File: src/rtl/ccff_loader_pkg.sv
// Shared types and CRC constants for the configuration-chain bitstream loader.
package ccff_loader_pkg;

  typedef enum logic [1:0] {IDLE, LOAD, SHIFT, DONE} state_e;

  localparam logic [15:0] CRC16_POLY = 16'h1021;
  localparam logic [15:0] CRC16_INIT = 16'hFFFF;

  // One MSB-first CRC-16-CCITT step for a single serial bit.
  function automatic logic [15:0] crc16_step(input logic [15:0] crc, input logic din);
    logic fb;
    fb = crc[15] ^ din;
    return {crc[14:0], 1'b0} ^ (fb ? CRC16_POLY : 16'h0000);
  endfunction

endpackage

File: src/rtl/ccff_tail_crc16.sv
// Serial-in CRC-16-CCITT accumulator with synchronous clear and bit enable.
module ccff_tail_crc16
  import ccff_loader_pkg::*;
(
  input  logic        prog_clk,
  input  logic        pReset_n,
  input  logic        clr_i,
  input  logic        en_i,
  input  logic        din_i,
  output logic [15:0] crc_o
);

  logic [15:0] crc_q;
  logic [15:0] crc_d;

  always_comb begin
    crc_d = crc_q;
    if (clr_i) begin
      crc_d = CRC16_INIT;
    end else if (en_i) begin
      crc_d = crc16_step(crc_q, din_i);
    end
  end

  always_ff @(posedge prog_clk) begin
    if (!pReset_n) begin
      crc_q <= '0;
    end else begin
      crc_q <= crc_d;
    end
  end

  assign crc_o = crc_q;

endmodule

File: src/rtl/ccff_bitstream_loader.sv
// Feeds a configuration chain: takes words over valid/ready and shifts CHAIN_LEN bits
// MSB-first onto ccff_head. Define CCFF_TAIL_SIG_EN to add a CRC-16 signature of ccff_tail.
module ccff_bitstream_loader
  import ccff_loader_pkg::*;
#(
  parameter int WORD_W    = 32,
  parameter int CHAIN_LEN = 18,
  parameter int CNT_W     = 16
) (
  input  logic              prog_clk,
  input  logic              pReset_n,
  input  logic              start,
  input  logic              cfg_valid,
  output logic              cfg_ready,
  input  logic [WORD_W-1:0] cfg_data,
  input  logic              cfg_last,
  output logic              ccff_head,
  output logic              config_enable,
  input  logic              ccff_tail,
  output logic              busy,
  output logic              done,
  output logic              err,
  output logic [15:0]       tail_sig
);

  localparam int REM_W = $clog2(WORD_W + 1);
  localparam logic [CNT_W-1:0] CNT_FULL = CNT_W'(CHAIN_LEN);

  state_e            state_q;
  logic [WORD_W-1:0] sreg_q;
  logic [REM_W-1:0]  rem_q;
  logic [CNT_W-1:0]  cnt_q;
  logic [CNT_W-1:0]  cnt_d;
  logic              last_q;
  logic              cfg_ready_q;
  logic              ccff_head_q;
  logic              config_enable_q;
  logic              busy_q;
  logic              done_q;
  logic              err_q;

  assign cnt_d = (cnt_q == CNT_FULL) ? cnt_q : cnt_q + CNT_W'(1);

  // cnt_q counts bits already presented on ccff_head, including the one shown this cycle.
  always_ff @(posedge prog_clk) begin
    if (!pReset_n) begin
      state_q         <= IDLE;
      sreg_q          <= '0;
      rem_q           <= '0;
      cnt_q           <= '0;
      last_q          <= 1'b0;
      cfg_ready_q     <= 1'b0;
      ccff_head_q     <= 1'b0;
      config_enable_q <= 1'b0;
      busy_q          <= 1'b0;
      done_q          <= 1'b0;
      err_q           <= 1'b0;
    end else begin
      case (state_q)
        IDLE, DONE: begin
          if (start) begin
            state_q     <= LOAD;
            cfg_ready_q <= 1'b1;
            busy_q      <= 1'b1;
            done_q      <= 1'b0;
            err_q       <= 1'b0;
            cnt_q       <= '0;
          end
        end
        LOAD: begin
          if (cfg_valid && cfg_ready_q) begin
            state_q         <= SHIFT;
            cfg_ready_q     <= 1'b0;
            last_q          <= cfg_last;
            ccff_head_q     <= cfg_data[WORD_W-1];
            config_enable_q <= 1'b1;
            sreg_q          <= cfg_data << 1;
            rem_q           <= REM_W'(WORD_W - 1);
            cnt_q           <= cnt_d;
          end
        end
        SHIFT: begin
          // Reaching the chain length takes priority over an exhausted last word.
          if (cnt_q == CNT_FULL || (rem_q == '0 && last_q)) begin
            state_q         <= DONE;
            config_enable_q <= 1'b0;
            ccff_head_q     <= 1'b0;
            busy_q          <= 1'b0;
            done_q          <= 1'b1;
            err_q           <= (cnt_q == CNT_FULL) ? !last_q : 1'b1;
          end else if (rem_q == '0) begin
            state_q         <= LOAD;
            cfg_ready_q     <= 1'b1;
            config_enable_q <= 1'b0;
            ccff_head_q     <= 1'b0;
          end else begin
            ccff_head_q <= sreg_q[WORD_W-1];
            sreg_q      <= sreg_q << 1;
            rem_q       <= rem_q - REM_W'(1);
            cnt_q       <= cnt_d;
          end
        end
        default: state_q <= IDLE;
      endcase
    end
  end

  assign cfg_ready     = cfg_ready_q;
  assign ccff_head     = ccff_head_q;
  assign config_enable = config_enable_q;
  assign busy          = busy_q;
  assign done          = done_q;
  assign err           = err_q;

`ifdef CCFF_TAIL_SIG_EN
  logic tail_clr;
  assign tail_clr = start && (state_q == IDLE || state_q == DONE);

  ccff_tail_crc16 u_tail_crc (
    .prog_clk (prog_clk),
    .pReset_n (pReset_n),
    .clr_i    (tail_clr),
    .en_i     (config_enable_q),
    .din_i    (ccff_tail),
    .crc_o    (tail_sig)
  );
`else
  logic tail_unused;
  assign tail_unused = ccff_tail;
  assign tail_sig    = 16'h0000;
`endif

endmodule

File: config.mk
export PLATFORM = sky130hd
export DESIGN_NAME = ccff_bitstream_loader
export DESIGN_NICKNAME = d
export VERILOG_FILES = /design/src/rtl/ccff_loader_pkg.sv /design/src/rtl/ccff_tail_crc16.sv /design/src/rtl/ccff_bitstream_loader.sv
export SDC_FILE = /design/constraint.sdc
export NUM_CORES = 1
export LEC_CHECK = 0
export BUFFER_PORTS_ARGS = -buffer_cell sky130_fd_sc_hd__buf_4
export CAP_MARGIN = 20
export CORE_AREA = 2 2 63 95
export DETAILED_ROUTE_END_ITERATION = 7
export DIE_AREA = 0 0 65 97
export GPL_TIMING_DRIVEN = 1
export PLACE_DENSITY = 0.82
export SYNTH_ARGS = -nofsm -noshare
export SYNTH_HDL_FRONTEND = slang
export SYNTH_SLANG_ARGS = --single-unit
File: constraint.sdc
create_clock -name prog_clk -period 3.1 [get_ports prog_clk]
set_input_delay 0.31 -clock prog_clk [delete_from_list [all_inputs] [get_ports prog_clk]]
set_output_delay 0.31 -clock prog_clk [all_outputs]
set_load 0.005 [all_outputs]
==> results of run 1 <==
-- cell type report --
cell class / instances / area, sq um / share of cell area (%)
multi-input cells: 266 / 1740 / 47.9
well taps: 70 / 87.6 / 2.42
clock buffers: 12 / 145 / 4.00
repair buffers: 47 / 353 / 9.73
flip-flops and latches: 62 / 1240 / 34.2
inverters: 10 / 37.5 / 1.04
clock inverters: 4 / 22.5 / 0.621
-- synthesized netlist by cell type (all sizes together) (4+ instances only) --
cell,n,area [sq um]
buf,27,173
nor2,59,221
xnor2,6,52.6
inv,10,37.5
xor2,6,52.6
a21oi,13,65.1
nand3,6,30.0
a31oi,4,25.0
o31ai,4,43.8
nand2,10,37.5
ha,6,75.1
a211oi,32,240
clkbuf,11,42.5
nor3,6,30.0
nand4,10,62.6
mux2i,33,330
dfxtp,62,1240
o21ai,16,80.1
o211ai,4,35.0
-- worst max path at each step --
stage / cells after the start / start / to / slack (ns)
detailed placement: 8 / cnt_q[0] / sreg_q[27] / 0.83
floorplan: 8 / state_q[0] / cnt_q[12] / 1.06
global route: 8 / cnt_q[0] / cnt_q[1] / 0.54
CTS: 8 / cnt_q[0] / sreg_q[27] / 0.80
finish: 8 / cnt_q[0] / sreg_q[18] / 0.81
global placement: 8 / cnt_q[0] / cnt_q[1] / 0.94
-- placed cells by master, fill, tap and decap left out, types with 10 or more instances in the layout --
master	n
a211oi_1	32
a21oi_1	13
buf_4	47
clkbuf_8	10
conb_1	16
dfxtp_1	62
inv_1	10
mux2i_1	33
nand2_1	10
nand4_1	10
nor2_1	59
o21ai_0	15
-- stage by stage --
stage	total power (W)	hold slack, ns	cell area (sq um)	setup slack [ns]	cells
after floorplan	0.00237	0.436	3220	1.06	376
after global placement	0.00261	0.449	3460	0.941	455
after detailed placement	0.00269	0.474	3460	0.830	455
after CTS	0.00331	0.205	3620	0.804	471
after global routing	0.00357	0.249	3620	0.545	471
final	0.00330	0.215	3620	0.812	471
-- registers in the layout, summed over array words and instances, names as in the netlist --
register / flops
busy: 1
ccff_head: 1
cfg_ready: 1
cnt_q: 16
config_enable: 1
done: 1
err: 1
last_q: 1
rem_q: 6
sreg_q: 31
state_q: 2
-- where the power goes --
group / switching, W / internal [W] / leakage (nW) / total [W]
clock network: 0.000311 / 0.000308 / 0.0861 / 0.000619
logic: 0.000937 / 0.000589 / 0.787 / 0.00153
registers: 0.000136 / 0.00101 / 0.509 / 0.00115
total: 0.00138 / 0.00191 / 1.38 / 0.00330
-- layer usage --
metal	vias up	wire, um
li1	1346	-
met1	1247	2670
met2	70	3400
met3	13	306
met4	0	109
met5	-	0
-- worst max-delay path, stage by stage, from the launching register on --
cell,delay [ns]
dfxtp_1,0.35
inv_1,0.07
ha_1,0.13
nor4bb_1,0.38
and4_1,0.54
o21ai_4,0.09
buf_4,0.30
nor2_1,0.18
a211oi_1,0.07
-- logic make-up (layout without fill, tap and decap cells) --
kind of cell | count (synthesis) | count (layout) | share of synthesized area [%]
xor gates and xnor gates | 12 | 12 | 3.32
AOI/OAI and AO/OA | 87 | 87 | 19.4
buffers and inverters | 48 | 73 | 7.99
muxes | 33 | 33 | 10.4
other | 1 | 16 | 0.119
DFF | 62 | 62 | 39.3
and+or+nand+nor | 112 | 112 | 17.1
adders and majority gates | 6 | 6 | 2.37
==> metrics.txt, run 1 <==
status finished clean; IO Port Bufs between 40 and 50; DR pass1 iterations 4; RR Endpoint sreg_q[18]; Residual DRC 0; PD cells ~900 mW/mm^2; WL final between 6000 and 7000 um; Die Span Y a little under 100 um; minimum clock period ~2.3 ns; Setup Buffers After CTS 0; FF-to-FF setup slack between 0.8 and 0.9 ns; clock-pin slew on the worst setup and hold paths 0.07 ns; root buf cell clkbuf_8; CP required ~3.3 ns; fill count 460; Fin Setup TNS 0 ns; Core ar. around 0.0054 sq mm; met3 usage between 6 and 7%; Mapped Area around 0.0032 sq mm; leakage power between 1 and 1.5 nW; Critical Path Sink Type flop; critical path fanouts, max 62; CTS Buf Count 9; clk_skew 0.00710 ns; Hold Buf Count CTS 0; Syn. warnings 0; DR WL/cell around 14 um; vias in the first global route ~2,600; Vias/cell 5.68; Rel. slew slack a little under three fifths; period utilization 73.8%; Worst EP arrival between 2 and 2.5 ns; final core occ about two thirds; Post-synth EDFFs 0; share of layout cells above drive strength 1 between 10% and 20%; first-pass GRT wire length roughly 11,000 um; Clock Path Buffers 2; RSZ-0062 raised after global routing false; post-CTS sizing 0; pin count of the biggest net entering global routing 63; Hold Fails Final Rpt 0; GRT Total Usage around 22%; DPL Wire Length roughly 4600 um; fin nets 440; synthesized instance count between 300 and 400; Crit Reg-Reg Startpoint cnt_q[0]; met1 Use GR 25.6%; CTS Sinks 62; Die ar. around 0.0063 sq mm; number of distinct library cells after synthesis 46; worst vdd ir 532 uV; First DRT Iteration DRCs around 160; Yosys reg bits 62; Ant. Diodes 0; Area Growth Syn to Fin 14.6%; clk_lat worst skew ~0.34 ns; H-tree Lvls 3; Max Cap Viol 0; Hold Path Sink last_q; Main synth FF type dfxtp_1; critical path startpoint category flop; post-synthesis sequential area ratio 39.3%; vias roughly 2,700; GRT busiest layer met2; Least-Margin Pin Slew 0.648 ns; final antenna-violating net count 0; Pins Over Slew Limit 0; CTS tree done; hold path cells 3; Rows 33; Min-Delay Startpoint cfg_last; initial antenna violation count 0; global route overflow 0; Syn Area/Cell around 9 sq um; chip width around 65 um; initial core utilization between 50% and 60%; Fmax 437 MHz; HP Class in -> reg; met2 Use GR between 30% and 40%; Worst Reg-to-Reg Cells 8; GPL Wtd Cong between 0.8 and 0.9; critical path class reg -> reg; I/O Pins 60; Async SR Flop Fraction 0%; Final setup viols 0
(Power assumes the default switching activity.)
==> run 2, diff against run 1 <==
ABC_AREA = 1   (was not set)
CORE_AREA = 2 2 72 108   (was 2 2 63 95)
DIE_AREA = 0 0 74 110   (was 0 0 65 97)
PLACE_DENSITY = 0.74   (was 0.82)
clock period = 1.85 ns   (was 3.1 ns; I/O delays follow)
==> run 2 against run 1 <==
  * Clock skew up 0.0062 ns
  * Power increased by 73%
  * Global-route usage down 0.56 points
  * Combinational power grew 62%
  * Utilization fell by 7.8 points
  * Largest cell class unchanged
==> metrics.txt, run 2 <==
pin count of the biggest net entering global routing 38 (-40%); Regs by FF count sreg_q (31), cnt_q (16), rem_q (6); fin nets 648 (+47%); global route overflow 0 (unchanged); fill count 690 (+50%); status finished clean; initial antenna violation count 0 (unchanged); Clk pwr share 23.4% (+4.6 points); Cell Int Power 0.00344 W (+80%); number of distinct library cells after synthesis 29 (-37%); CTS Buf Count 9 (unchanged); Final setup viols 0 (unchanged); HP Class in -> reg; Ant. Diodes 0 (unchanged); Fmax 574 MHz (+31%); Yosys reg bits 62 (unchanged); clk_skew 0.0133 ns (+0.00621 ns); Sw Share 39.6% (-2.4 points); max FFs per register 31 (unchanged); initial core utilization 49.5% (-8.9 points); clk_lat worst skew 0.34 ns (about the same); clock-pin slew on the worst setup and hold paths 0.08 ns (about the same); CP dominant cell by count nand2_1; Min-Delay Startpoint cfg_data[31]; placed cell areas 0.00398 sq mm (+15%); DR WL/cell 12.0 um (-13%); Async SR Flop Fraction 0% (unchanged); commonest non-fill, non-tap cell in the layout nand2_1; PD cells 1340 mW/mm^2 (+47%); register area 0.00124 sq mm (+0.10%); Hold Buf Count CTS 0 (unchanged); Residual DRC 0 (unchanged); DPL Wire Length 5610 um (+21%); main combinational cell family by area after synthesis simple AND/OR/NAND/NOR gates; most frequent cells in the layout 221 x nand2_1, 61 x dfxtp_1, 58 x a21oi_1; CP required 2.06 ns (-1.24 ns); critical path class reg -> reg; vias 3,564 (+33%); Area Growth Syn to Fin 19.6%; Psw 0.00226 W (+63%); Critical Path Sink Type flop; Setup Buffers After CTS 0 (unchanged); Largest Register sreg_q; RSZ-0062 raised after global routing true; IO Port Bufs 42 (unchanged); Rows 38 (+15%); root buf cell clkbuf_8; Max Cap Viol 0 (unchanged); Comb power frac 43.5% (-2.8 points); synth cell count leaders 221 x nand2_1, 62 x dfxtp_1, 60 x a21oi_1; GPL Wtd Cong 0.921 (+7.4%); Clock Path Buffers 2 (unchanged); period utilization 94.2% (+20 points); Syn. warnings 0 (unchanged); Vias/cell 5.03 (-12%); compound-cell area share of the yosys netlist 10.3% (-9.1 points); GRT Total Usage 21.9% (-0.56 points); share of layout cells above drive strength 1 16.4% (-0.79 points); max incr delay on CP 0.37 ns (-0.17 ns); Adder-Cell Fraction of Synth Area 2.11% (-0.26 points); vias in the first global route 3,259 (+25%); Core ar. 0.00718 sq mm (+33%); critical path fanouts, max 35 (-44%); Mapped Area 0.00356 sq mm (+12%); post-synthesis sequential area ratio 34.9% (-4.4 points); leakage power 1.78 nW (+29%); crit path from state_q[1]; Die Span Y 110 um (+13%); Syn Area/Cell 6.35 sq um (-27%); CTS Sinks 62 (unchanged); Placed Instances 691 (+52%); cell taking the most area after synthesis dfxtp_1; Pins Over Slew Limit 0 (unchanged); minimum clock period 1.74 ns (-0.545 ns); critical path startpoint category flop; worst vdd ir 837 uV (+57%); CP max-delay cell dfxtp_1; sequential share of power 33.0% (-1.9 points); most common cell in the netlist nand2_1; hold slack final 0.120 ns (-0.0951 ns); post-synth top area share 34.9% (-4.4 points); CTS tree done; first-pass GRT wire length 14,100 um (+25%); CP Cell Sequence inv_1 -> ha_1 -> nand2_1 -> nand2_1 -> nor2_2 -> buf_12 -> nand2_4 -> nand2_1 -> a21oi_1; fin area 0.00425 sq mm (+17%); WL final 8510 um (+31%); final core occ 59.2% (-7.8 points); Die ar. 0.00814 sq mm (+29%); synthesized instance count 560 (+55%); chip width 74 um (+14%); I/O Pins 60 (unchanged); First DRT Iteration DRCs 257 (+65%); Post-Synth XOR/XNOR Area 1.48% (-1.8 points); Hold Fails Final Rpt 0 (unchanged); Synth Area in Simple Gates 40.7% (+24 points); final antenna-violating net count 0 (unchanged); Finished Layout Cells 709 (+51%); Worst EP arrival 1.95 ns (-0.54 ns); Main synth FF type dfxtp_1; Post-synth EDFFs 0 (unchanged); Crit Reg-Reg Startpoint state_q[1]; synth top area cells dfxtp_1 35%, nand2_1 23%, a21oi_1 8.4%; multi-input logic area 0.00203 sq mm (+17%); H-tree Lvls 3 (unchanged); mux contribution to synthesized area 0% (-10 points); DR pass1 iterations 4 (unchanged)
run 2: changes by cell type after synthesis, sizes merged, moves of 15 or more:
cell and change:
inv +15, mux2i -33, nand3 +49, nand2 +215
a21oi +47, a211oi -32
run 2: path summary, 6_finish.rpt:
check | end | slack [ns] | cells past startpoint
setup / recovery | sreg_q[1] | 0.11 | 9
hold / removal | ccff_head | 0.12 | 3
setup reg to reg | sreg_q[1] | 0.11 | 9
hold reg to reg | sreg_q[3] | 0.46 | 2
run 2: cell type report:
| type | instances | share of cell area (%) |
|---|---|---|
| flip-flops and latches | 62 | 29.2 |
| clock buffers | 9 | 2.91 |
| multi-input cells | 445 | 47.7 |
| repair buffers | 61 | 12.7 |
| clock inverters | 7 | 2.30 |
| inverters | 25 | 2.27 |
| well taps | 100 | 2.94 |
run 2: repair_timing:
item / CTS / global route
setup endpoints to repair: 0 / 53
hold endpoints to repair: 0 / 0
gates resized for setup: 0 / 8
run 2: cells by family after synthesis:
logic type               count (synthesis)
AND/OR/NAND/NOR                        344
AO/OA/AOI/OAI                           72
buffers and inverters                   69
flip-flops                              62
XOR/XNOR                                 6
adder cells (fa/ha/maj)                  6
other                                    1
run 2: worst max-delay path, delay by kind of cell, from the launching register on:
| kind | cells | cell delay (ns) |
|---|---|---|
| flip-flops | 1 | 0.37 |
| AND/OR/NAND/NOR | 5 | 0.63 |
| buffers and inverters | 2 | 0.29 |
| AO/OA/AOI/OAI | 1 | 0.06 |
| adder cells (fa/ha/maj) | 1 | 0.24 |
run 2: through the flow:
step                      power (W)  worst slack, ns  setup TNS [ns]
after floorplan             0.00364           0.0108               0
after global placement      0.00419            0.110               0
after detailed placement    0.00426           0.0915               0
after CTS                   0.00560           0.0645               0
after global routing        0.00611          -0.0120         -0.0333
final                       0.00570            0.107               0
run 2: metal layers:
layer | share of wire [%] | vias up | global-route usage (%)
li1 | - | 1840 | -
met1 | 42 | 1622 | 24.2
met2 | 53 | 83 | 39.6
met3 | 3.3 | 19 | 4.18
met4 | 2.0 | 0 | 9.74
met5 | 0 | - | 0
run 2: power by group through the flow:
stage,Combinational [W],Clock [W],Sequential [W]
floorplan,0.00177,0,0.00187
CTS,0.00236,0.00136,0.00188
global placement,0.00230,0,0.00189
finish,0.00248,0.00134,0.00188
global route,0.00277,0.00142,0.00193
detailed placement,0.00236,0,0.00191
==> run 3, diff against run 2 <==
CORE_AREA = 2 2 73 110   (was 2 2 72 108)
DIE_AREA = 0 0 75 112   (was 0 0 74 110)
PLACE_DENSITY = 0.72   (was 0.74)
==> run 3 against run 2 <==
  * Sequential cell count unchanged
  * Via count up 3.3%
  * Largest power group unchanged
  * Routed wire length up 4.8%
==> metrics.txt, run 3 (synthesis gave the netlist of run 2 again) <==
period utilization 92.3% (-2.0 points); Pins Over Slew Limit 0 (unchanged); RSZ-0062 raised after global routing false; FF-to-FF setup slack 0.14 ns (+0.04 ns); Regs by FF count sreg_q (31), cnt_q (16), rem_q (6); vias in the first global route 3,529 (+8.3%); Critical Path Sink Type flop; hold slack final 0.132 ns (+0.0114 ns); PD cells 1440 mW/mm^2 (+7.4%); sequential share of power 29.7% (-3.3 points); status finished clean; I/O Pins 60 (unchanged); DPL Wire Length 5920 um (+5.4%); Hold Buf Count CTS 0 (unchanged); chip width 75 um (+1.4%); initial antenna violation count 0 (unchanged); pin count of the biggest net entering global routing 38 (unchanged); Sw Share 37.3% (-2.3 points); CP Cell Sequence inv_1 -> ha_1 -> nand2_1 -> nand2_1 -> nor2_4 -> buf_4 -> clkbuf_16 -> nand3_1 -> a21oi_1; leakage power 1.86 nW (+4.7%); share of layout cells above drive strength 1 17.5% (+1.1 points); CP max-delay cell dfxtp_1; Fin Setup TNS 0 ns (unchanged); GPL Wtd Cong 0.897 (-2.6%); final antenna-violating net count 0 (unchanged); vias 3,682 (+3.3%); fill count 737 (+6.8%); CTS Sinks 62 (unchanged); Comb power frac 40.9% (-2.6 points); first-pass GRT wire length 14,600 um (+3.9%); HP Class in -> reg; First DRT Iteration DRCs 198 (-23%); worst vdd ir 839 uV (+0.25%); Worst EP arrival 1.97 ns (+0.02 ns); H-tree Lvls 3 (unchanged); fin area 0.00443 sq mm (+4.1%); fin nets 655 (+1.1%); Area Growth Syn to Fin 24.5%; Psw 0.00238 W (+5.2%); root buf cell clkbuf_16; critical path fanouts, max 13 (-63%); Largest Register sreg_q; max FFs per register 31 (unchanged); minimum clock period 1.71 ns (-0.0363 ns); Max Cap Viol 0 (unchanged); CTS tree done; Residual DRC 0 (unchanged); Clk pwr share 29.5% (+6.1 points); Clock Path Buffers 2 (unchanged); CP dominant cell by count nand2_1; IO Port Bufs 42 (unchanged); CTS Buf Count 9 (unchanged); most frequent cells in the layout 220 x nand2_1, 62 x dfxtp_1, 61 x buf_4; clock-pin slew on the worst setup and hold paths 0.05 ns (-0.03 ns); DR WL/cell 12.4 um (+3.5%); commonest non-fill, non-tap cell in the layout nand2_1; critical path class reg -> reg; DR pass1 iterations 4 (unchanged); Hold Fails Final Rpt 0 (unchanged); Fmax 586 MHz (+2.1%); initial core utilization 47.6% (-1.9 points); clk_skew 0.00776 ns (-0.00554 ns); Die Span Y 112 um (+1.8%); Rows 39 (+2.6%); placed cell areas 0.00398 sq mm (about the same); max incr delay on CP 0.38 ns (about the same); clk_lat worst skew 0.34 ns (about the same); WL final 8920 um (+4.8%); global route overflow 0 (unchanged); critical path startpoint category flop; GRT Total Usage 22.1% (+0.18 points); CP required 2.12 ns (+0.06 ns); Core ar. 0.00747 sq mm (+4.0%); Vias/cell 5.13 (+2.0%); Final setup viols 0 (unchanged); Ant. Diodes 0 (unchanged); Die ar. 0.00840 sq mm (+3.2%); Cell Int Power 0.00400 W (+16%)
[run 3: path summary, 6_finish.rpt]
check | start | end | depth (start not counted)
setup / recovery | state_q[1] | sreg_q[25] | 9
hold / removal | pReset_n | cfg_ready | 3
setup reg to reg | state_q[1] | sreg_q[25] | 9
hold reg to reg | sreg_q[18] | sreg_q[18] | 2
[run 3: cell type report]
| class | count | area [sq um] | area share [%] |
|---|---|---|---|
| Multi-Input combinational cell | 446 | 2070 | 46.8 |
| Sequential cell | 62 | 1240 | 28.0 |
| Clock buffer | 13 | 270 | 6.10 |
| Clock inverter | 3 | 65.1 | 1.47 |
| Inverter | 25 | 96.3 | 2.18 |
| Timing Repair Buffer | 67 | 557 | 12.6 |
| Tap cell | 102 | 128 | 2.88 |
[run 3: through the flow]
| step | utilization [%] | setup WS, ns | power [W] | instances |
|---|---|---|---|---|
| after floorplan | - | 0.0108 | 0.00364 | 575 |
| after global placement | 53.3 | 0.0868 | 0.00413 | 698 |
| after detailed placement | 53.3 | 0.0248 | 0.00419 | 698 |
| after CTS | 57.8 | 0.0171 | 0.00608 | 714 |
| after global routing | 59.3 | 0.00768 | 0.00679 | 718 |
| final | 59.3 | 0.143 | 0.00638 | 718 |
[run 3: repair_timing]
| action | in CTS | in global routing |
|---|---|---|
| setup buffers | 0 | 1 |
| setup endpoints to repair | 0 | 53 |
| gates resized for setup | 0 | 17 |
[run 3: critical path, delay by kind of cell, from the launching register on]
kind	cells	cell delay (ns)
AOI/OAI and AO/OA	1	0.15
adders and majority gates	1	0.24
buffers and inverters	3	0.36
DFF	1	0.38
and+or+nand+nor	4	0.49
[run 3: layer usage]
| metal | vias up | GRT usage [%] | part of all wire, % |
|---|---|---|---|
| met5 | - | 0 | 0 |
| met4 | 0 | 11.1 | 2.5 |
| met3 | 22 | 5.34 | 4.0 |
| met2 | 98 | 39.8 | 56 |
| met1 | 1694 | 22.4 | 38 |
| li1 | 1868 | - | - |
[run 3: power groups by stage]
stage / Sequential, W / Clock [W] / Combinational, W
floorplan: 0.00187 / 0 / 0.00177
global placement: 0.00189 / 0 / 0.00224
detailed placement: 0.00191 / 0 / 0.00229
CTS: 0.00188 / 0.00190 / 0.00230
global route: 0.00193 / 0.00196 / 0.00290
finish: 0.00189 / 0.00188 / 0.00261
